==> src/rtl/instr_uart_loader.sv <==
// UART-fed instruction memory loader: receives a framed stream of words, writes
// them into the instruction memory and answers with ACK/NAK on the transmitter.
module instr_uart_loader #(
   parameter int         INSTR_WIDTH    = 32,
   parameter int         INSTR_DEPTH    = 256,
   parameter logic [7:0] SYNC_BYTE      = 8'hA5,
   parameter int         TIMEOUT_CYCLES = 500000
) (
   input  logic                           clk,
   input  logic                           rst_n,
   input  logic [7:0]                     rx_data,
   input  logic                           rx_valid,
   output logic [7:0]                     tx_data,
   output logic                           tx_valid,
   input  logic                           tx_ready,
   output logic                           wr_en,
   output logic [$clog2(INSTR_DEPTH)-1:0] wr_addr,
   output logic [INSTR_WIDTH-1:0]         wr_data,
   output logic                           mem_ext_en,
   output logic                           busy,
   output logic                           done,
   output logic                           err
);

   localparam int BYTES = INSTR_WIDTH / 8;
   localparam int AW    = $clog2(INSTR_DEPTH);
   localparam int CW    = AW + 1;
   localparam int BW    = (BYTES > 1) ? $clog2(BYTES) : 1;
   localparam int TW    = $clog2(TIMEOUT_CYCLES + 1);

   localparam logic [7:0] ACK_BYTE = 8'h06;
   localparam logic [7:0] NAK_BYTE = 8'h15;

   typedef enum logic [2:0] {
      IDLE,
      COUNT,
      DATA,
      CHECK,
      RESP
   } state_t;

   state_t state, next_state;

   logic [CW-1:0]          word_cnt;
   logic [CW-1:0]          word_idx;
   logic [BW-1:0]          byte_idx;
   logic [7:0]             checksum;
   logic [INSTR_WIDTH-1:0] shift_reg;
   logic [TW-1:0]          timer;

   logic [CW-1:0]          count_clamped;
   logic [INSTR_WIDTH-1:0] assembled;
   logic                   last_byte;
   logic                   last_word;
   logic                   timeout_hit;

   logic                   clr_err;
   logic                   send_ack;
   logic                   send_nak;
   logic                   load_cnt;
   logic                   take_data;
   logic                   write_word;

   assign busy       = (state != IDLE);
   assign mem_ext_en = (state == COUNT) || (state == DATA) || (state == CHECK);
   assign tx_valid   = (state == RESP);

   // A count byte of zero, or one larger than the memory, means "fill all of it".
   always_comb begin
      if (rx_data == 8'd0 || {24'd0, rx_data} > 32'(INSTR_DEPTH)) begin
         count_clamped = CW'(INSTR_DEPTH);
      end else begin
         count_clamped = CW'(rx_data);
      end
   end

   assign assembled   = (shift_reg << 8) | INSTR_WIDTH'(rx_data);
   assign last_byte   = (byte_idx == BW'(BYTES - 1));
   assign last_word   = (word_idx == word_cnt - CW'(1));
   assign timeout_hit = !rx_valid && (timer == TW'(TIMEOUT_CYCLES - 1));

   always_ff @(posedge clk or negedge rst_n) begin
      if (!rst_n) begin
         state <= IDLE;
      end else begin
         state <= next_state;
      end
   end

   always_comb begin
      next_state = state;
      clr_err    = 1'b0;
      send_ack   = 1'b0;
      send_nak   = 1'b0;
      load_cnt   = 1'b0;
      take_data  = 1'b0;
      write_word = 1'b0;
      case (state)
         IDLE: begin
            if (rx_valid && rx_data == SYNC_BYTE) begin
               next_state = COUNT;
               clr_err    = 1'b1;
            end
         end
         COUNT: begin
            if (rx_valid) begin
               next_state = DATA;
               load_cnt   = 1'b1;
            end else if (timeout_hit) begin
               next_state = RESP;
               send_nak   = 1'b1;
            end
         end
         DATA: begin
            if (rx_valid) begin
               take_data = 1'b1;
               if (last_byte) begin
                  write_word = 1'b1;
                  if (last_word) begin
                     next_state = CHECK;
                  end
               end
            end else if (timeout_hit) begin
               next_state = RESP;
               send_nak   = 1'b1;
            end
         end
         CHECK: begin
            if (rx_valid) begin
               next_state = RESP;
               if (rx_data == checksum) begin
                  send_ack = 1'b1;
               end else begin
                  send_nak = 1'b1;
               end
            end else if (timeout_hit) begin
               next_state = RESP;
               send_nak   = 1'b1;
            end
         end
         RESP: begin
            if (tx_ready) begin
               next_state = IDLE;
            end
         end
         default: next_state = IDLE;
      endcase
   end

   // The write strobe is registered, so it lands one cycle after the word's last byte.
   always_ff @(posedge clk or negedge rst_n) begin
      if (!rst_n) begin
         wr_en     <= 1'b0;
         wr_addr   <= '0;
         wr_data   <= '0;
         tx_data   <= 8'd0;
         done      <= 1'b0;
         err       <= 1'b0;
         word_cnt  <= '0;
         word_idx  <= '0;
         byte_idx  <= '0;
         checksum  <= 8'd0;
         shift_reg <= '0;
         timer     <= '0;
      end else begin
         wr_en <= write_word;
         done  <= send_ack;

         if (load_cnt) begin
            word_cnt  <= count_clamped;
            word_idx  <= '0;
            byte_idx  <= '0;
            checksum  <= 8'd0;
            shift_reg <= '0;
         end

         if (take_data) begin
            checksum  <= checksum ^ rx_data;
            shift_reg <= assembled;
            byte_idx  <= last_byte ? '0 : byte_idx + BW'(1);
         end

         if (write_word) begin
            wr_addr  <= word_idx[AW-1:0];
            wr_data  <= assembled;
            word_idx <= word_idx + CW'(1);
         end

         if (send_ack) begin
            tx_data <= ACK_BYTE;
         end else if (send_nak) begin
            tx_data <= NAK_BYTE;
         end

         if (clr_err) begin
            err <= 1'b0;
         end else if (send_nak) begin
            err <= 1'b1;
         end

         // The idle-gap timer only runs while a frame is open and restarts on every byte.
         if (mem_ext_en && !rx_valid) begin
            timer <= timer + TW'(1);
         end else begin
            timer <= '0;
         end
      end
   end

endmodule

==> config.mk <==
export PLATFORM = sky130hd
export DESIGN_NAME = instr_uart_loader
export DESIGN_NICKNAME = d
export VERILOG_FILES = /design/src/rtl/instr_uart_loader.sv
export SDC_FILE = /design/constraint.sdc
export NUM_CORES = 1
export LEC_CHECK = 0
export ABC_AREA = 1
export CAP_MARGIN = 30
export CORE_ASPECT_RATIO = 1.5
export CORE_UTILIZATION = 45
export DETAILED_ROUTE_END_ITERATION = 10
export GPL_TIMING_DRIVEN = 0
export PLACE_DENSITY = 0.74
export SYNTH_ARGS = -nofsm -noshare
export SYNTH_HDL_FRONTEND = slang
export SYNTH_SLANG_ARGS = --single-unit
==> constraint.sdc <==
create_clock -name clk -period 2.8 [get_ports clk]
set_input_delay 0.42 -clock clk [delete_from_list [all_inputs] [get_ports clk]]
set_output_delay 0.42 -clock clk [all_outputs]
set_load 0.01 [all_outputs]
==> results.toml, run 1 <==
[critical_path]
critPathCaptureType = "output pin"
required_ps = 2380
critPathKind = "reg2out"
arrival_ps = 1780
cp_max_fo = 6
critPathLaunchType = "flip-flop"

[finish]
multi_input_area_um2 = 1990
fillers = 987
layout-drive-gt1-share_pct = 8.52
final_core_util_pct = 59.2
nets = 731
layout_commonest_cell = "nand2_1"
regArea_um2 = 3000
final_cell_mix = "133 x nand2_1, 120 x dfrtp_1, 80 x inv_1, 69 x o21ai_0, 59 x clkdlybuf4s50_1"
antennaDiodeCount = 0
area_growth_pct = 27.0
largest_reg_flops = 32

[clock_network]
h-tree-depth = 4
post_cts_buffers = 0
clkTransAtPathRegs_ps = 50
clock-sinks = 120
clock_latency_ps = 420
cts-root-buf = "clkbuf_16"
cts_hold_buf = 1
cts_resized = 0
cts_tree = "built"
cts_inserted_buffers = 17
cts_buffer_depth = 2

[synth]
synth_seq_cells = 120
synth_edf_count = 0
yosysUniqueCellTypes = 38
async_flop_share_pct = 100
netlist_instances = 631
synth_area_um2 = 5430
avgSynthCellArea_um2 = 8.60
yosys_warnings = 0
synth_ff_type = "dfrtp_1"
ys_seq_area_share_pct = 55.3

[job]
max_cap_viol_count = 0

[timing]
max_freq_mhz = 455
setup_ws_ps = 604
worstMarginPinSlew_ps = 588
fin_crit_ps = 2200
relSlewSlack_pct = 60.8
finalCritPeriodShare_pct = 78.4
setup_violations = 0
hold_viol = 0
slew_violations = 0
finClkSkew_ps = 3.87
grt_setup_unrepaired = "no"

[drt]
drt_first_pass_iters = 5
drtIter0Drc = 317
vias_per_cell = 5.15
vias = 4524
ant_nets = 0
drc_errors = 0
wl_per_cell_um = 14.4
routed_wl_um = 12600

[global_route]
grt_overflow_total = 0
grt_pass1_vias = 4584
grt_pass1_wl_um = 21600
grt_max_degree = 62
grtUsageTotal_pct = 22.4
antenna_found_initial = 0

[die]
placementRows = 48
fp.dieW_um = 91.7
initial_utilization_pct = 46.6
fp.dieArea_um2 = 12500
dieHeight_um = 137
io_pins = 66
core_area_um2 = 11700

[run_status]
status = "completed"

[placed_design]
gp_congestion = 0.858
hpwl_um = 9070
place_ws_ps = 741
portBuffers = 60

[min_path]
holdCritPathClass = "in2reg"

[power]
power_density_nw_per_um2 = 1010
p_total_mw = 6.94
leakagePower_nw = 3.16
peakVddDrop_mv = 0.562
==> cell usage after synthesis, types with 2 or more instances <==
library cell / number / area [um2]
or2_2: 2 / 12.5
nand2_2: 4 / 25.0
clkbuf_1: 11 / 41.3
o22ai_1: 26 / 163
nor2_2: 4 / 25.0
a21oi_1: 15 / 75.1
nor3_1: 10 / 50.1
nor4_1: 4 / 25.0
buf_4: 5 / 37.5
ha_1: 4 / 50.1
nand2_1: 133 / 499
buf_2: 6 / 30.0
dfrtp_1: 120 / 3000
o21ai_0: 69 / 345
xnor2_1: 11 / 96.3
nor2_4: 2 / 22.5
xor2_1: 3 / 26.3
inv_1: 80 / 300
nand4_1: 6 / 37.5
buf_6: 2 / 22.5
nor2_1: 56 / 210
nand3_1: 42 / 210
==> layer usage <==
metal	track usage (%)	vias to the layer above	part of all wire, %
met5	0	-	0
met4	8.91	0	2.2
met3	5.44	19	3.9
met2	41.1	114	53
met1	24.6	2175	41
li1	-	2216	-
==> cells by family after synthesis <==
group	share of synthesized area, %
buf+inv	8.18
compound gates	11.7
flops	55.3
simple gates	21.3
fa+ha+maj	0.922
mux	0.184
other cells	0.0691
xor+xnor	2.26
==> power by group <==
part           leakage [nW]  total (mW)  switching (mW)  internal [mW]
clock                 0.304        2.30           0.811           1.49
sequential             1.61        2.53           0.307           2.22
combinational          1.25        2.10            1.19          0.917
total                  3.16        6.94            2.31           4.63
==> path summary, 6_finish.rpt <==
check                      slack [ps]         from  depth (start not counted)            to
setup / recovery                  600     state[1]                          5          busy
hold / removal                    340     rx_valid                          3          done
setup reg to reg                  940  word_cnt[0]                         12      state[0]
hold reg to reg                   470     timer[0]                          1      timer[0]
max in group asynchronous        1590        rst_n                          3  shift_reg[1]
min in group asynchronous         520        rst_n                          2   wr_data[25]
==> layout make-up <==
| class | instances | area share [%] |
|---|---|---|
| Clock buffer | 18 | 6.23 |
| Clock inverter | 14 | 2.89 |
| Inverter | 82 | 4.46 |
| Sequential cell | 120 | 43.6 |
| Tap cell | 150 | 2.72 |
| Multi-Input combinational cell | 407 | 28.9 |
| Buffer | 25 | 1.98 |
| Timing Repair Buffer | 62 | 9.27 |
==> metrics by stage <==
stage	instance area, um2	instances	hold slack, ps	TNS [ps]
2_1_floorplan	5440	634	124	0
3_3_place_gp	6230	844	450	-377450
3_5_place_dp	6260	845	424	0
4_1_cts	6890	878	335	0
5_1_grt	6890	878	373	0
6_report	6890	878	337	0
==> worst max-delay path, stage by stage, from the launching register on <==
cell,delay [ps]
dfrtp_1,430
nor2_1,110
inv_1,80
nor2_1,180
inv_1,90
clkdlybuf4s50_1,480
Power figures use the tool's default switching activity.
==> run 2: changes to the inputs <==
Settings changed: PLACE_DENSITY 0.74 to 0.76.
Clock period 2.8 ns to 1.9 ns, I/O delays scaled along.
==> run 2 against run 1 <==
  * Via count rose by 3.5%
  * Non-clock buffer count rose by 6
  * Sequential power rose by 47%
  * Setup slack got worse by 500 ps
  * Highest routed layer unchanged
  * Total power rose by 44%
  * Largest power group unchanged
  * Flip-flop and latch count did not move
==> results.toml, run 2 (synthesized netlist as in run 1, its figures left out) <==
[finish]
final_core_util_pct = 59.4
layout-drive-gt1-share_pct = 10.6
nets = 737
antennaDiodeCount = 0
final_cell_mix = "132 x nand2_1, 120 x dfrtp_1, 78 x inv_1, 69 x o21ai_0, 56 x clkdlybuf4s50_1"
layout_commonest_cell = "nand2_1"
area_growth_pct = 27.6
largest_reg_flops = 32

[timing]
grt_setup_unrepaired = "no"
relSlewSlack_pct = 58.7
slew_violations = 0
tns_ps = 0
finClkSkew_ps = 6.22
holdWs_ps = 187
finalCritPeriodShare_pct = 94.5
worstMarginPinSlew_ps = 619
max_freq_mhz = 557
hold_viol = 0
fin_crit_ps = 1800
setup_violations = 0
setup_ws_ps = 104

[clock_network]
clock_latency_ps = 420
clkTransAtPathRegs_ps = 60
cts_tree = "built"
clock-sinks = 120
cts_buffer_depth = 2
cts-root-buf = "clkbuf_16"
cts_inserted_buffers = 17
h-tree-depth = 4

[min_path]
holdCritPathClass = "in2reg"

[die]
initial_utilization_pct = 46.6
core_area_um2 = 11700
fp.dieArea_um2 = 12500
dieHeight_um = 137
io_pins = 66
fp.dieW_um = 91.7
placementRows = 48

[critical_path]
arrival_ps = 1510
path_buf_inv = 3
worst_path_most_repeated_cell = "inv_1"
slowest_delay_ps = 400
reg2reg_from = "word_cnt[0]"
required_ps = 1620
cp_max_fo = 4
critPathLaunchType = "flip-flop"
crit_family = "buffers and inverters"
critPathCaptureType = "output pin"
cpMaxStageDelayCell = "dfrtp_1"
crit_start = "state[0]"
r2r_cells = 12
worstSetupEndpoint = "busy"
crit_cells = 5
reg2reg_slack_ps = 130
cp_cell_sequence = "nor2_1 > inv_1 > nor2_2 > inv_1 > dlygate4sd2_1"
critPathKind = "reg2out"
r2r-end = "state[0]"

[global_route]
grt_pass1_vias = 4612
grt_max_degree = 100
grt_pass1_wl_um = 21700
antenna_found_initial = 0
grt_overflow_total = 0
grtUsageTotal_pct = 22.5

[placed_design]
hpwl_um = 9130
portBuffers = 60
gp_congestion = 0.864
place_ws_ps = -28.2

[drt]
drc_errors = 0
drt_first_pass_iters = 5
routed_wl_um = 12800
vias_per_cell = 5.30
vias = 4684
ant_nets = 0
wl_per_cell_um = 14.5
drtIter0Drc = 251

[run_status]
status = "completed"

[power]
peakVddDrop_mv = 0.930
p_total_mw = 9.97
power_density_nw_per_um2 = 1440
leakagePower_nw = 3.17

[job]
max_cap_viol_count = 0
## run 2: how the worst min path moves through the flow
stage,slack [ps],depth (start not counted),from,to
final,190,3,rx_valid,done
after global placement,450,1,timer[0],timer[0]
after floorplan,-10,0,rst_n,byte_idx[0]
after detailed placement,150,1,rst_n,word_idx[8]
after global routing,220,3,rx_valid,done
after CTS,190,3,rx_valid,done
## run 2: area by class of cell
cell class	instances	area [um2]
Buffer	25	136
Clock inverter	15	143
Sequential cell	120	3000
Inverter	82	308
Fill cell	1009	4730
Timing Repair Buffer	68	681
Tap cell	150	188
Clock buffer	17	425
Multi-Input combinational cell	407	2040
## run 2: metal layers
| metal | GRT usage, % | wire length [um] | up-vias |
|---|---|---|---|
| met4 | 11.5 | 366 | 0 |
| met5 | 0 | 0 | - |
| met2 | 39.1 | 6710 | 154 |
| met1 | 25.7 | 5140 | 2261 |
| met3 | 5.50 | 626 | 31 |
| li1 | - | - | 2238 |
## run 2: what timing repair did
action                                  in CTS  in global routing
hold endpoints to repair                    21                  0
pin swaps                                    0                  6
gates resized for setup                      5                 11
setup buffers                                1                  5
endpoints found under the setup margin       3                  2
hold buffers                                 1                  0
## run 2: stage by stage
stage          instances  cell area (um2)
5_1_grt              884             6930
6_report             884             6930
2_1_floorplan        634             5440
3_5_place_dp         845             6260
4_1_cts              879             6840
3_3_place_gp         844             6230
## run 2: where the power goes
part / internal, mW / switching [mW] / leakage [nW]
Clock: 1.82 / 1.24 / 0.276
Sequential: 3.27 / 0.465 / 1.61
Combinational: 1.38 / 1.80 / 1.28
## run 2: tightest hold or removal path, stage by stage
cell and delay [ps]:
buf_2 160, nand2_1 80, nor4_1 40
